File: config.mk
export PLATFORM = sky130hd
export DESIGN_NAME = alu_sequencer_flat
export DESIGN_NICKNAME = d
export VERILOG_FILES = /design/src/rtl/alu_seq_pkg.sv /design/src/rtl/alu_sequencer_if.sv /design/src/rtl/adder4.sv /design/src/rtl/alu_sequencer.sv /design/src/flat_wrapper.sv
export SDC_FILE = /design/constraint.sdc
export NUM_CORES = 1
export LEC_CHECK = 0
export ABC_AREA = 1
export BUFFER_PORTS_ARGS = -buffer_cell sky130_fd_sc_hd__buf_2
export CAP_MARGIN = 20
export CORE_MARGIN = 2
export CORE_UTILIZATION = 57
export CTS_CLUSTER_SIZE = 10
export DETAILED_ROUTE_END_ITERATION = 12
export PLACE_DENSITY = 0.81
export SETUP_SLACK_MARGIN = 0.02
export SLEW_MARGIN = 20
export SYNTH_ARGS = -nofsm -noshare
export SYNTH_HDL_FRONTEND = slang
export SYNTH_SLANG_ARGS = --single-unit
File: constraint.sdc
create_clock -name clk -period 4.35 [get_ports clk]
set_input_delay 0.6525 -clock clk [delete_from_list [all_inputs] [get_ports clk]]
set_output_delay 0.6525 -clock clk [all_outputs]
set_load 0.05 [all_outputs]
File: src/rtl/alu_seq_pkg.sv
// Shared types and widths for the multi-cycle ALU sequencer.
package alu_seq_pkg;

  localparam int unsigned OPND_W    = 8;
  localparam int unsigned NIB_W     = 4;
  localparam int unsigned OP_W      = 3;
  localparam int unsigned MUL_STEPS = 4;
  localparam int unsigned STEP_W    = 2;

  typedef enum logic [OP_W-1:0] {
    OP_ADD8 = 3'd0,
    OP_OR   = 3'd1,
    OP_AND  = 3'd2,
    OP_CAT  = 3'd3,
    OP_MUL4 = 3'd4
  } alu_op_t;

  typedef enum logic [2:0] {
    S_IDLE   = 3'd0,
    S_ADD_LO = 3'd1,
    S_ADD_HI = 3'd2,
    S_EXEC   = 3'd3,
    S_MUL    = 3'd4,
    S_DONE   = 3'd5
  } state_t;

  // Command captured at accept; op kept raw so illegal codes survive to EXEC.
  typedef struct packed {
    logic [OP_W-1:0]   op;
    logic [OPND_W-1:0] a;
    logic [OPND_W-1:0] b;
  } cmd_t;

endpackage

File: src/rtl/alu_sequencer_if.sv
// Command/result valid-ready bus between a command source and the sequencer.
interface alu_sequencer_if;
  import alu_seq_pkg::*;

  logic              cmd_valid;
  logic              cmd_ready;
  logic [OP_W-1:0]   cmd_op;
  logic [OPND_W-1:0] cmd_a;
  logic [OPND_W-1:0] cmd_b;
  logic              res_valid;
  logic              res_ready;
  logic [OPND_W-1:0] res_data;
  logic              res_carry;
  logic              res_err;

  modport master (
    output cmd_valid, cmd_op, cmd_a, cmd_b, res_ready,
    input  cmd_ready, res_valid, res_data, res_carry, res_err
  );

  modport slave (
    input  cmd_valid, cmd_op, cmd_a, cmd_b, res_ready,
    output cmd_ready, res_valid, res_data, res_carry, res_err
  );
endinterface

File: src/rtl/adder4.sv
// 4-bit ripple-carry adder built from full-adder cells; the sequencer's only adder.
module adder4 (
  input  logic [3:0] a,
  input  logic [3:0] b,
  input  logic       cin,
  output logic [3:0] sum,
  output logic       cout
);

  logic [4:0] c;

  assign c[0] = cin;

  for (genvar i = 0; i < 4; i++) begin : g_fa
    assign sum[i]   = a[i] ^ b[i] ^ c[i];
    assign c[i+1]   = (a[i] & b[i]) | (c[i] & (a[i] ^ b[i]));
  end

  assign cout = c[4];

endmodule

File: src/rtl/alu_sequencer.sv
// Multi-cycle ALU controller: ADD8 in two nibble passes, 4x4 shift-add MUL,
// single-pass logic ops, all through one shared adder4.
module alu_sequencer
  import alu_seq_pkg::*;
(
  input  logic           clk,
  input  logic           rst_n,
  alu_sequencer_if.slave bus
);

  localparam logic [STEP_W-1:0] LAST_STEP = STEP_W'(MUL_STEPS - 1);

  state_t              state_q, state_d;
  cmd_t                cmd_q, cmd_d;
  logic                carry_q, carry_d;
  logic [OPND_W-1:0]   prod_q, prod_d;
  logic [STEP_W-1:0]   step_q, step_d;
  logic [OPND_W-1:0]   res_data_q, res_data_d;
  logic                res_carry_q, res_carry_d;
  logic                res_err_q, res_err_d;
  logic                res_valid_q, res_valid_d;
  logic                cmd_ready_q, cmd_ready_d;

  logic                accept_c;
  logic [NIB_W-1:0]    add_a_c, add_b_c, add_sum_c;
  logic                add_cin_c, add_cout_c;
  logic [OPND_W-1:0]   mul_next_c;

  assign accept_c = bus.cmd_valid && (state_q == S_IDLE);

  // Shared adder operand select: nibble passes for ADD8, partial sum for MUL.
  always_comb begin
    add_a_c   = '0;
    add_b_c   = '0;
    add_cin_c = 1'b0;
    case (state_q)
      S_ADD_LO: begin
        add_a_c = cmd_q.a[NIB_W-1:0];
        add_b_c = cmd_q.b[NIB_W-1:0];
      end
      S_ADD_HI: begin
        add_a_c   = cmd_q.a[OPND_W-1:NIB_W];
        add_b_c   = cmd_q.b[OPND_W-1:NIB_W];
        add_cin_c = carry_q;
      end
      S_MUL: begin
        add_a_c = prod_q[OPND_W-1:NIB_W];
        add_b_c = prod_q[0] ? cmd_q.a[NIB_W-1:0] : '0;
      end
      default: ;
    endcase
  end

  adder4 u_adder (
    .a    (add_a_c),
    .b    (add_b_c),
    .cin  (add_cin_c),
    .sum  (add_sum_c),
    .cout (add_cout_c)
  );

  assign mul_next_c = {add_cout_c, add_sum_c, prod_q[NIB_W-1:1]};

  // State register
  always_ff @(posedge clk or negedge rst_n) begin
    if (!rst_n) state_q <= S_IDLE;
    else        state_q <= state_d;
  end

  // Next-state logic
  always_comb begin
    state_d = state_q;
    case (state_q)
      S_IDLE: begin
        if (accept_c) begin
          case (bus.cmd_op)
            OP_ADD8: state_d = S_ADD_LO;
            OP_MUL4: state_d = S_MUL;
            default: state_d = S_EXEC;
          endcase
        end
      end
      S_ADD_LO: state_d = S_ADD_HI;
      S_ADD_HI: state_d = S_DONE;
      S_EXEC:   state_d = S_DONE;
      S_MUL:    if (step_q == LAST_STEP) state_d = S_DONE;
      S_DONE:   if (bus.res_ready) state_d = S_IDLE;
      default:  state_d = S_IDLE;
    endcase
  end

  // Datapath and output next values
  always_comb begin
    cmd_d       = cmd_q;
    carry_d     = carry_q;
    prod_d      = prod_q;
    step_d      = step_q;
    res_data_d  = res_data_q;
    res_carry_d = res_carry_q;
    res_err_d   = res_err_q;
    res_valid_d = res_valid_q;
    case (state_q)
      S_IDLE: begin
        if (accept_c) begin
          cmd_d  = '{op: bus.cmd_op, a: bus.cmd_a, b: bus.cmd_b};
          prod_d = {NIB_W'(0), bus.cmd_b[NIB_W-1:0]};
          step_d = '0;
        end
      end
      S_ADD_LO: begin
        res_data_d[NIB_W-1:0] = add_sum_c;
        carry_d               = add_cout_c;
      end
      S_ADD_HI: begin
        res_data_d[OPND_W-1:NIB_W] = add_sum_c;
        res_carry_d                = add_cout_c;
        res_valid_d                = 1'b1;
      end
      S_EXEC: begin
        res_valid_d = 1'b1;
        case (cmd_q.op)
          OP_OR:   res_data_d = OPND_W'(|{cmd_q.a[NIB_W-1:0], cmd_q.b[NIB_W-1:0]});
          OP_AND:  res_data_d = OPND_W'(&{cmd_q.a[NIB_W-1:0], cmd_q.b[NIB_W-1:0]});
          OP_CAT:  res_data_d = {cmd_q.a[NIB_W-1:0], cmd_q.b[NIB_W-1:0]};
          default: begin
            res_data_d = '0;
            res_err_d  = 1'b1;
          end
        endcase
      end
      S_MUL: begin
        prod_d = mul_next_c;
        step_d = step_q + STEP_W'(1);
        if (step_q == LAST_STEP) begin
          res_data_d  = mul_next_c;
          res_valid_d = 1'b1;
        end
      end
      S_DONE: begin
        if (bus.res_ready) begin
          res_valid_d = 1'b0;
          res_err_d   = 1'b0;
          res_carry_d = 1'b0;
        end
      end
      default: ;
    endcase
    cmd_ready_d = (state_d == S_IDLE);
  end

  // Datapath and output registers
  always_ff @(posedge clk or negedge rst_n) begin
    if (!rst_n) begin
      cmd_q       <= '0;
      carry_q     <= 1'b0;
      prod_q      <= '0;
      step_q      <= '0;
      res_data_q  <= '0;
      res_carry_q <= 1'b0;
      res_err_q   <= 1'b0;
      res_valid_q <= 1'b0;
      cmd_ready_q <= 1'b1;
    end else begin
      cmd_q       <= cmd_d;
      carry_q     <= carry_d;
      prod_q      <= prod_d;
      step_q      <= step_d;
      res_data_q  <= res_data_d;
      res_carry_q <= res_carry_d;
      res_err_q   <= res_err_d;
      res_valid_q <= res_valid_d;
      cmd_ready_q <= cmd_ready_d;
    end
  end

  assign bus.cmd_ready = cmd_ready_q;
  assign bus.res_valid = res_valid_q;
  assign bus.res_data  = res_data_q;
  assign bus.res_carry = res_carry_q;
  assign bus.res_err   = res_err_q;

endmodule

File: src/flat_wrapper.sv
// flat-port wrapper written by rule: the top's interface ports become plain ports
module alu_sequencer_flat import alu_seq_pkg::*;
  (clk, rst_n, bus_cmd_valid, bus_cmd_op, bus_cmd_a, bus_cmd_b, bus_res_ready, bus_cmd_ready, bus_res_valid, bus_res_data, bus_res_carry, bus_res_err);
  alu_sequencer_if bus_i ();
  input  logic clk;
  input  logic rst_n;
  input wire logic [$bits(bus_i.cmd_valid)-1:0] bus_cmd_valid;
  input wire logic [$bits(bus_i.cmd_op)-1:0] bus_cmd_op;
  input wire logic [$bits(bus_i.cmd_a)-1:0] bus_cmd_a;
  input wire logic [$bits(bus_i.cmd_b)-1:0] bus_cmd_b;
  input wire logic [$bits(bus_i.res_ready)-1:0] bus_res_ready;
  output wire logic [$bits(bus_i.cmd_ready)-1:0] bus_cmd_ready;
  output wire logic [$bits(bus_i.res_valid)-1:0] bus_res_valid;
  output wire logic [$bits(bus_i.res_data)-1:0] bus_res_data;
  output wire logic [$bits(bus_i.res_carry)-1:0] bus_res_carry;
  output wire logic [$bits(bus_i.res_err)-1:0] bus_res_err;
  assign bus_i.cmd_valid = bus_cmd_valid;
  assign bus_i.cmd_op = bus_cmd_op;
  assign bus_i.cmd_a = bus_cmd_a;
  assign bus_i.cmd_b = bus_cmd_b;
  assign bus_i.res_ready = bus_res_ready;
  assign bus_cmd_ready = bus_i.cmd_ready;
  assign bus_res_valid = bus_i.res_valid;
  assign bus_res_data = bus_i.res_data;
  assign bus_res_carry = bus_i.res_carry;
  assign bus_res_err = bus_i.res_err;
  alu_sequencer u_core (.clk(clk), .rst_n(rst_n), .bus(bus_i));
endmodule
==> metrics.md, run 1 <==
| Metric | Value |
|---|---|
| Total gr overflow | 0 |
| Critical Path AT | 3.77 ns |
| Post-cts resize count | 0 |
| Antenna fix cells | 0 |
| Slew Viols, Final | 0 |
| First-pass DRT Iterations | 4 |
| Switch share | 47.7% |
| Fmax | 284 MHz |
| Non-Filler Instances | 373 |
| First-pass GRT wire length | 8710 um |
| Min Tclk post-route | 3.52 ns |
| Placement Setup Slack | 0.909 ns |
| Outcome | complete, no violations |
| Clock buffer depth | 2 |
| Pleak | 1.40 nW |
| Worst VDD drop | 485 uV |
| Critical path peak fanout | 15 |
| CTS Hold Bufs | 0 |
| Synth Warn # | 0 |
| Setup ws final | 0.831 ns |
| Rel. slew slack | 61.4% |
| Syn Inst Count | 288 |
| RSZ-0062 raised after global routing | no |
| Post-synth top flop | dfrtp_1 |
| Die height | 68.9 um |
| Sink Count | 45 |
| CTS tree | built |
| Post-route DRC | 0 |
| Nets | 352 |
| Power Dens Cells | 816 nW/um^2 |
| Synth unique cells | 30 |
| Setup bufs post-CTS | 0 |
| Crit Path Category | flip-flop to flip-flop |
| Post-Syn Area per Cell | 8.35 sq um |
| Worst hold margin | 0.325 ns |
| Worst hold-check path type | input pin to asynchronous set/reset pin |
| Final Setup Violations | 0 |
| WL/cell | 14.3 um |
| Initial antenna violation count | 0 |
| Crit. End Element | flip-flop |
| Register area share after synthesis | 46.9% |
| Clock share of power | 17.2% |
| Setup Skew | 0.00738 ns |
| Cell area after synthesis | 2400 sq um |
| Worst slew pin tran | 0.579 ns |
| Die X | 68.9 um |
| Setup TNS | 0 ns |
| Largest net degree at the start of global routing | 46 |
| Switch Pwr | 1.06 mW |
| Vias after detailed routing | 2030 |
| Latest clock arrival within the worst-skew pair | 0.31 ns |
| Filler cell count | 360 |
| Synth Register Bits | 45 |
| Part of the power in combinational logic | 48.4% |
| Share of layout cells above drive strength 1 | 20.4% |
| Startpoint types | flip-flop |
| Dpl hpwl | 3950 um |
| Reg power frac | 34.4% |
| CTS Buf Count | 5 |
| Asr flop ratio synth | 100% |
| Drt initial violations | 136 |
| Final hold vios | 0 |
| Max Cap Violations | 0 |
| H-Tree Depth | 2 |
| Post-route ant nets | 0 |
| Post-synthesis net count | 318 |
| Num rows | 23 |
| Util after Layout | 67.6% |
| Post-Route WL | 5350 um |
| Clock-pin slew on the worst setup and hold paths | 0.09 ns |
| Root Driver | clkbuf_8 |
| Worst path required time | 4.60 ns |
| Placed cells | 365 |
| Total track usage | 25.5% |
| I/O pins | 35 |
| P_int | 1.16 mW |
| Drt via density | 5.44 |
| Initial Util | 59.7% |
| Final RePlAce weighted congestion | 0.914 |
| Final worst-path cycle share | 80.9% |
| Die area | 4750 sq um |
| Post-synth EDFFs | 0 |
| Area growth syn-to-layout | 13.4% |
| Vias in the first global route | 1908 |
| Core area | 4030 sq um |
| Port buffer count | 34 |
## path summary, 6_finish.rpt
check / start / to / slack (ns) / cells after the start
setup reg to reg: u_core.state_q[1] / u_core.bus.res_data[6] / 0.83 / 11
hold reg to reg: u_core.cmd_q[12] / u_core.cmd_q[12] / 0.49 / 2
hold / removal: rst_n / u_core.prod_q[4] / 0.32 / 1
setup / recovery: u_core.state_q[1] / u_core.bus.res_data[6] / 0.83 / 11
max in group asynchronous: rst_n / u_core.cmd_q[10] / 3.62 / 1
min in group clk: u_core.cmd_q[12] / u_core.cmd_q[12] / 0.49 / 2
## power by group through the flow
stage / Combinational [mW] / Clock [mW] / Sequential [mW]
after global routing: 1.20 / 0.400 / 0.790
final: 1.08 / 0.383 / 0.765
after floorplan: 0.695 / 0 / 0.907
after global placement: 1.06 / 0 / 0.761
after detailed placement: 1.08 / 0 / 0.769
after CTS: 1.08 / 0.380 / 0.762
## synthesized netlist by cell type (2+ instances only)
cell	instances	share of area [%]
nand2_1	77	12
dfrtp_1	44	46
inv_1	33	5.2
nor2_1	27	4.2
nand3_1	23	4.8
o21ai_0	21	4.4
a21oi_1	8	1.7
inv_2	6	0.94
buf_2	5	1.0
fa_1	4	3.3
o211ai_1	4	1.2
o21ai_1	4	0.83
o221ai_1	4	1.5
ha_1	3	1.6
nand2_4	3	1.4
o21ai_2	3	1.1
a22o_1	2	0.73
nand2_2	2	0.52
nand3b_1	2	0.62
nor2_8	2	1.7
o22ai_2	2	1.0
## kinds of logic (layout without fill, tap and decap cells)
| group | Yosys count | count (layout) | share of synthesized area, % |
|---|---|---|---|
| compound gates | 52 | 52 | 14.4 |
| fa+ha+maj | 7 | 7 | 4.89 |
| buf+inv | 47 | 82 | 8.33 |
| flops | 45 | 45 | 46.9 |
| simple gates | 137 | 137 | 25.5 |
## critical path, cell delays in order, from the launching register on
cell and delay [ns]:
dfrtp_1 0.64, inv_1 0.12, nand3_1 0.35, o221ai_1 0.22, fa_1 0.47, fa_1 0.39
fa_1 0.39, fa_1 0.52, inv_1 0.06, o21ai_0 0.16, nor2_1 0.05, nor2_1 0.10
## state kept, by name, summed over array words and instances (netlist names)
signal	count
u_core.bus.res_valid	1
u_core.step_q	2
u_core.bus.cmd_ready	1
u_core.cmd_q	19
u_core.state_q	3
u_core.bus.res_err	1
u_core.bus.res_data	8
u_core.carry_q	1
u_core.bus.res_carry	1
u_core.prod_q	8
## cell type report
class                           instances  area [sq um]  share of cell area, %
Clock buffer                            5          68.8                   2.53
Sequential cell                        45          1130                   41.4
Inverter                               40           153                   5.60
Multi-Input combinational cell        196          1080                   39.5
Timing Repair Buffer                   34           173                   6.34
Tap cell                               50          62.6                   2.30
Clock inverter                          3          65.1                   2.39
## routing by layer
metal  vias to the layer above  track usage [%]  share of wire, %
li1                        993                -                 -
met5                         -                0                 0
met3                        13             5.68               5.7
met1                       959             32.5                44
met2                        65             41.3                47
met4                         0             11.8               2.9
## per-stage QoR
stage | power (mW) | area [sq um]
2_1_floorplan | 1.60 | 2400
3_3_place_gp | 1.82 | 2590
3_5_place_dp | 1.84 | 2590
4_1_cts | 2.22 | 2720
5_1_grt | 2.39 | 2730
6_report | 2.22 | 2730
## cells in the final DEF (no fill, tap or decap), drive strengths merged
cell    instances
buf            34
clkbuf          5
fa              4
nand3          23
bufinv          2
ha              3
dfrtp          44
clkinv          1
o22ai           3
nand2          82
o21bai          1
o221ai          4
o21ai          29
inv            40
dfstp           1
nand3b          2
nor2           30
o211ai          5
a22o            2
a21oi           8
Note: power is estimated with default switching activity, not from simulation.
==> run 2, diff against run 1 <==
- ABC_AREA: 1 -> 0
- clock period: 4.35 -> 3.61 ns (I/O delays scaled with it)
==> run 2 against run 1 <==
Critical path depth grew 1. Design area increased by 2.2%. Combinational power is 43% higher. Worst hold slack got worse by 0.089 ns. Wire length up 6.3%. Sequential share of layout area is 0.85 points lower. Worst setup slack worse by 0.77 ns. Clock power decreased by 4%. Area after synthesis is 0.73% lower. Clock-buffer cell count unchanged.
==> metrics.md, run 2 <==
| Metric | Value |
|---|---|
| Max Cap Violations | 0 (unchanged) |
| Critical path cell sequence | nor3b_4 > and2_4 > a222oi_1 > inv_1 > fa_2 > fa_2 > fa_2 > fa_2 > or4b_1 > o21ai_1 > o2bb2ai_1 > mux2_4 |
| Worst reg2reg startpoint | u_core.state_q[2] |
| Filler cell count | 307 (-15%) |
| Top cell by count, worst path | fa_2 |
| Final Total Pwr | 2.88 mW (+30%) |
| Final RePlAce weighted congestion | 0.920 (+0.74%) |
| Total track usage | 27.1% (+1.6 points) |
| Reg2Reg Depth | 12 (+1) |
| H-Tree Depth | 2 (unchanged) |
| Top cells by count, synth | 44 x dfrtp_1, 26 x nand2_1, 11 x mux2_1, 10 x a21oi_1 |
| First-pass DRT Iterations | 8 (+4) |
| Initial Util | 59.2% (-0.43 points) |
| RSZ-0062 raised after global routing | yes |
| Synth Warn # | 0 (unchanged) |
| WL/cell | 18.6 um (+30%) |
| Crit. End Element | flip-flop |
| Asr flop ratio synth | 100% (unchanged) |
| R2R setup slack | 0.06 ns (-0.77 ns) |
| Synth Register Bits | 45 (unchanged) |
| Vias in the first global route | 1838 (-3.7%) |
| Worst VDD drop | 615 uV (+27%) |
| Setup Skew | 0.00647 ns (-0.000912 ns) |
| Outcome | complete, no violations |
| Post-synth top flop | dfrtp_1 |
| Syn Inst Count | 211 (-27%) |
| Final worst-path cycle share | 98.2% (+17 points) |
| Buffers & Inverters on Critical Path | 1 (-1) |
| Power Dens Cells | 1040 nW/um^2 (+27%) |
| Util after Layout | 69.1% (+1.5 points) |
| Worst path required time | 3.80 ns (-0.80 ns) |
| Vias after detailed routing | 1919 (-5.5%) |
| Clock-pin slew on the worst setup and hold paths | 0.08 ns (about the same) |
| Worst slew pin tran | 0.578 ns (-0.000783 ns) |
| Commonest non-fill, non-tap cell in the layout | dfrtp_1 |
| Fmax | 282 MHz (-0.76%) |
| Crit Path Category | flip-flop to flip-flop |
| Placement Cell Area | 2660 sq um (+2.9%) |
| Max FFs per register | 19 (unchanged) |
| Slowest stage cell, crit path | or4b_1 |
| Yosys top cell by area | dfrtp_1 |
| Cell area after synthesis | 2390 sq um (-0.73%) |
| Startpoint types | flip-flop |
| Root Driver | clkbuf_8 |
| Latest clock arrival within the worst-skew pair | 0.30 ns (about the same) |
| Most frequent cell after synthesis | dfrtp_1 |
| Drt via density | 6.27 (+15%) |
| Die area | 4720 sq um (-0.68%) |
| First-pass GRT wire length | 9180 um (+5.3%) |
| Post-route DRC | 0 (unchanged) |
| Area growth syn-to-layout | 16.7% |
| Worst hold-check path type | input pin to asynchronous set/reset pin |
| Crit path largest cell delay | 0.46 ns (-0.18 ns) |
| Post-route ant nets | 0 (unchanged) |
| CTS Buf Count | 5 (unchanged) |
| Post-synth EDFFs | 0 (unchanged) |
| Post-Syn Area per Cell | 11.3 sq um (+35%) |
| Worst hold margin | 0.236 ns (-0.0888 ns) |
| Share of layout cells above drive strength 1 | 33.2% (+13 points) |
| Sink Count | 45 (unchanged) |
| Critical path peak fanout | 4 (-11) |
| Core area | 4030 sq um (unchanged) |
| Num rows | 23 (unchanged) |
| Register area share after synthesis | 47.2% (+0.34 points) |
| Post-synthesis net count | 241 (-24%) |
| Clock buffer depth | 2 (unchanged) |
| Most frequent cells in the layout | 43 x dfrtp_1, 33 x buf_2, 26 x nand2_1, 15 x buf_4, 11 x mux2_1 |
| Largest net degree at the start of global routing | 46 (unchanged) |
| CTS Hold Bufs | 0 (unchanged) |
| Synth unique cells | 45 (+50%) |
| Setup TNS | 0 ns (unchanged) |
| Total gr overflow | 0 (unchanged) |
| Die X | 68.7 um (-0.34%) |
| Min Tclk post-route | 3.55 ns (+0.0269 ns) |
| Reg2Reg Capture Point | u_core.bus.res_data[7] |
| Nets | 286 (-19%) |
| Die height | 68.7 um (-0.34%) |
| Rel. slew slack | 61.5% (about the same) |
| Top cell type's share of synthesized area | 46.1% (+0.34 points) |
| Initial antenna violation count | 0 (unchanged) |
| Final hold vios | 0 (unchanged) |
| Synth top area cells | dfrtp_1 46%, mux2_1 5.2%, nand2_1 4.1%, mux2_2 3.8%, fa_1 3.4% |
| CTS tree | built |
| Drt initial violations | 193 (+42%) |
| Port buffer count | 34 (unchanged) |
| Top delay family on crit path | adder cells |
| Final Setup Violations | 0 (unchanged) |
| Post-route cell area | 2790 sq um (+2.2%) |
| Dpl hpwl | 4000 um (+1.3%) |
| Pleak | 1.29 nW (-7.6%) |
| Post-Route WL | 5690 um (+6.3%) |
| Biggest register | u_core.cmd_q |
| Critical Path AT | 3.73 ns (-0.04 ns) |
| Antenna fix cells | 0 (unchanged) |
| Slew Viols, Final | 0 (unchanged) |
| I/O pins | 35 (unchanged) |
-- run 2: cell families (layout without fill, tap and decap cells) --
logic type / count (synthesis) / in the layout / synth area share, %
AO/OA/AOI/OAI: 58 / 58 / 17.2
adder cells (fa/ha/maj): 7 / 7 / 4.93
buffers and inverters: 17 / 62 / 4.04
flip-flops: 45 / 45 / 47.2
multiplexers: 23 / 23 / 11.5
AND/OR/NAND/NOR: 61 / 61 / 15.1
-- run 2: how the worst max path moves through the flow --
stage	startpoint	slack, ns	cells past startpoint	end
5_1_grt	u_core.state_q[2]	-0.01	12	u_core.bus.res_data[7]
4_1_cts	u_core.state_q[1]	0.03	12	u_core.bus.res_data[7]
2_1_floorplan	u_core.state_q[1]	-0.03	13	u_core.bus.res_data[7]
3_3_place_gp	u_core.state_q[2]	0.08	12	u_core.bus.res_data[7]
6_report	u_core.state_q[2]	0.06	12	u_core.bus.res_data[7]
3_5_place_dp	u_core.state_q[1]	0.02	12	u_core.bus.res_data[7]
-- run 2: routing by layer --
metal	up-vias	global-route usage (%)	wire length (um)	part of all wire (%)
li1	868	-	-	-
met1	919	36.5	2440	43
met2	114	43.0	2700	47
met3	18	7.47	454	8.0
met4	0	8.09	98	1.7
met5	-	0	0	0
-- run 2: where the power goes --
| part | internal (mW) | leakage (nW) | switching (mW) |
|---|---|---|---|
| clock network | 0.201 | 0.0540 | 0.167 |
| logic | 0.656 | 0.694 | 0.888 |
| registers | 0.746 | 0.547 | 0.225 |
-- run 2: through the flow --
| stage | std cells | setup slack (ns) |
|---|---|---|
| 6_report | 306 | 0.0640 |
| 4_1_cts | 305 | 0.0294 |
| 3_5_place_dp | 297 | 0.0235 |
| 3_3_place_gp | 297 | 0.0798 |
| 2_1_floorplan | 211 | -0.0305 |
| 5_1_grt | 306 | -0.0138 |
-- run 2: repair_timing --
item | CTS | global route
hold endpoints to repair | 0 | 0
endpoints found under the setup margin | 1 | 1
gates resized for setup | 1 | 0
pin swaps | 0 | 4
setup buffers | 1 | 1
-- run 2: final cells by class --
class / instances / area (sq um) / area share [%]
flip-flops and latches: 45 / 1130 / 40.5
clock buffers: 5 / 68.8 / 2.47
multi-input cells: 149 / 1190 / 42.6
clock inverters: 2 / 35.0 / 1.26
repair buffers: 48 / 278 / 9.97
well taps: 50 / 62.6 / 2.25
inverters: 7 / 26.3 / 0.943
==> run 3, diff against run 2 <==
==> constraint.sdc (replaced) <==
create_clock -name clk -period 3.61 [get_ports clk]
set_input_delay 0.1805 -clock clk [delete_from_list [all_inputs] [get_ports clk]]
set_output_delay 0.1805 -clock clk [all_outputs]
set_load 0.05 [all_outputs]
==> run 3 against run 2 <==
Die area stayed put. Clock power hardly changed. Clock skew about the same. Largest cell class unchanged. Final cell count up 0.33%. Combinational power about the same. Worst setup slack gained 0.0011 ns. Global-route usage unchanged. Sequential share of layout area fell by 0.15 points. Critical path depth did not move.
==> metrics.md, run 3 (synthesis gave the netlist of run 2 again) <==
| Metric | Value |
|---|---|
| Biggest register | u_core.cmd_q |
| Vias after detailed routing | 1930 (+0.57%) |
| Power Dens Cells | 1030 nW/um^2 (-0.57%) |
| Fmax | 282 MHz (about the same) |
| Min Tclk post-route | 3.54 ns (-0.00112 ns) |
| Final worst-path cycle share | 98.2% (about the same) |
| Drt via density | 6.29 (+0.25%) |
| Drt initial violations | 218 (+13%) |
| Clock-pin slew on the worst setup and hold paths | 0.08 ns (about the same) |
| Worst path required time | 3.80 ns (about the same) |
| Area growth syn-to-layout | 17.1% |
| Dpl hpwl | 4000 um (unchanged) |
| Post-Route WL | 5650 um (-0.62%) |
| Met2 Track Usage GR | 43.0% (unchanged) |
| Worst VDD drop | 616 uV (+0.22%) |
| FF/Latch Area | 1130 sq um (unchanged) |
| Crit. End Element | flip-flop |
| Hold Path Stages | 2 |
| Worst hold margin | 0.0934 ns (-0.143 ns) |
| Total gr overflow | 0 (unchanged) |
| Top cell by count, worst path | fa_2 |
| Critical path peak fanout | 4 (unchanged) |
| Met3 Resource Use GR | 7.47% (unchanged) |
| Critical Path AT | 3.73 ns (about the same) |
| Crit path largest cell delay | 0.46 ns (about the same) |
| Max FFs per register | 19 (unchanged) |
| Filler cell count | 307 (unchanged) |
| Worst hold-check path type | input pin to flip-flop |
| Setup TNS | 0 ns (unchanged) |
| Most frequent cells in the layout | 43 x dfrtp_1, 33 x buf_2, 26 x nand2_1, 15 x buf_4, 11 x mux2_1 |
| Latest clock arrival within the worst-skew pair | 0.30 ns (about the same) |
| Util after Layout | 69.4% (+0.25 points) |
| Final hold vios | 0 (unchanged) |
| Outcome | complete, no violations |
| Worst slew pin tran | 0.579 ns (+0.00104 ns) |
| Die X | 68.7 um (unchanged) |
| Slew Viols, Final | 0 (unchanged) |
| Post-route DRC | 0 (unchanged) |
| Rel. slew slack | 61.4% (-0.069 points) |
| Max Cap Violations | 0 (unchanged) |
| Root Driver | clkbuf_8 |
| Num rows | 23 (unchanged) |
| Final Setup Violations | 0 (unchanged) |
| I/O pins | 35 (unchanged) |
| Non-Filler Instances | 307 (+0.33%) |
| Post-route ant nets | 0 (unchanged) |
| RSZ-0062 raised after global routing | yes |
| Nets | 287 (+0.35%) |
| Initial Util | 59.2% (unchanged) |
| H-Tree Depth | 2 (unchanged) |
| Busiest grt layer | met2 |
| Startpoint types | flip-flop |
| Port buffer count | 34 (unchanged) |
| Pleak | 1.30 nW (+0.32%) |
| Setup Skew | 0.00654 ns (+0.0000778 ns) |
| CTS tree | built |
| Core area | 4030 sq um (unchanged) |
| WL/cell | 18.4 um (-0.94%) |
| First-pass GRT wire length | 9180 um (unchanged) |
| First-pass DRT Iterations | 10 (+2) |
| Largest net degree at the start of global routing | 46 (unchanged) |
| Die area | 4720 sq um (unchanged) |
| Antenna fix cells | 0 (unchanged) |
| Clock buffer depth | 2 (unchanged) |
| Sink Count | 45 (unchanged) |
| CTS Buf Count | 5 (unchanged) |
| Reg2Reg Depth | 12 (unchanged) |
| Slowest stage cell, crit path | or4b_1 |
| Crit Path Category | flip-flop to flip-flop |
| Vias in the first global route | 1838 (unchanged) |
| Share of layout cells above drive strength 1 | 33.1% (-0.13 points) |
| Total track usage | 27.1% (unchanged) |
| Met1 Track Usage GR | 36.5% (unchanged) |
| Critical path cell sequence | nor3b_4 > and2_4 > a222oi_1 > inv_1 > fa_2 > fa_2 > fa_2 > fa_2 > or4b_1 > o21ai_1 > o2bb2ai_1 > mux2_4 |
| Die height | 68.7 um (unchanged) |
| Placed cells | 297 (unchanged) |
| Initial antenna violation count | 0 (unchanged) |
| Commonest non-fill, non-tap cell in the layout | dfrtp_1 |
| Final RePlAce weighted congestion | 0.920 (unchanged) |
| Multi-input gate area | 1190 sq um (unchanged) |
run 3: cell types whose count changed in the layout (fill, tap and decap cells not counted), sizes merged:
cell | before | now
dlygate4sd3 | 0 | 1
run 3: layout make-up:
cell class                      instances  area share (%)
Multi-Input combinational cell        149            42.4
Sequential cell                        45            40.4
Timing Repair Buffer                   49            10.3
Clock buffer                            5            2.46
Tap cell                               50            2.24
Clock inverter                          2            1.25
Inverter                                7           0.940
run 3: worst max-delay path, delay by kind of cell (launching register included):
kind / cells / cell delay [ns]
AO/OA/AOI/OAI: 3 / 0.49
AND/OR/NAND/NOR: 3 / 0.78
adder cells (fa/ha/maj): 4 / 1.40
flip-flops: 1 / 0.41
multiplexers: 1 / 0.25
buffers and inverters: 1 / 0.10
run 3: repair_timing:
item	CTS	global route
buffers inserted	1	1
pin swaps	0	4
endpoints found under the hold margin	0	44
endpoints found under the setup margin	1	1
gates cloned	0	0
hold buffers	0	1
gates resized for setup	1	0
run 3: per-layer routing:
| metal | routed length, um | part of all wire [%] |
|---|---|---|
| met5 | 0 | 0 |
| met4 | 85 | 1.5 |
| met3 | 449 | 7.9 |
| met2 | 2710 | 48 |
| met1 | 2400 | 43 |
run 3: per-stage QoR:
stage	worst slack [ns]	power [mW]	cell area, sq um
2_1_floorplan	-0.0305	2.05	2400
3_3_place_gp	0.0798	2.43	2660
3_5_place_dp	0.0235	2.47	2660
4_1_cts	0.0294	2.86	2780
5_1_grt	-0.0138	3.05	2800
6_report	0.0651	2.88	2800
run 3: report_power, final:
part / internal, mW / switching, mW
sequential: 0.746 / 0.226
clock: 0.201 / 0.167
combinational: 0.656 / 0.882
total: 1.60 / 1.27
run 3: worst paths after layout:
path / end / start / slack [ns]
max in group asynchronous: u_core.state_q[1] / rst_n / 2.76
worst max register to register: u_core.bus.res_data[7] / u_core.state_q[2] / 0.07
worst min-delay path: u_core.cmd_q[5] / bus_cmd_b[5] / 0.09
worst max-delay path: u_core.bus.res_data[7] / u_core.state_q[2] / 0.07
min in group asynchronous: u_core.cmd_q[13] / rst_n / 0.41
worst min register to register: u_core.bus.res_valid / u_core.bus.res_valid / 0.51
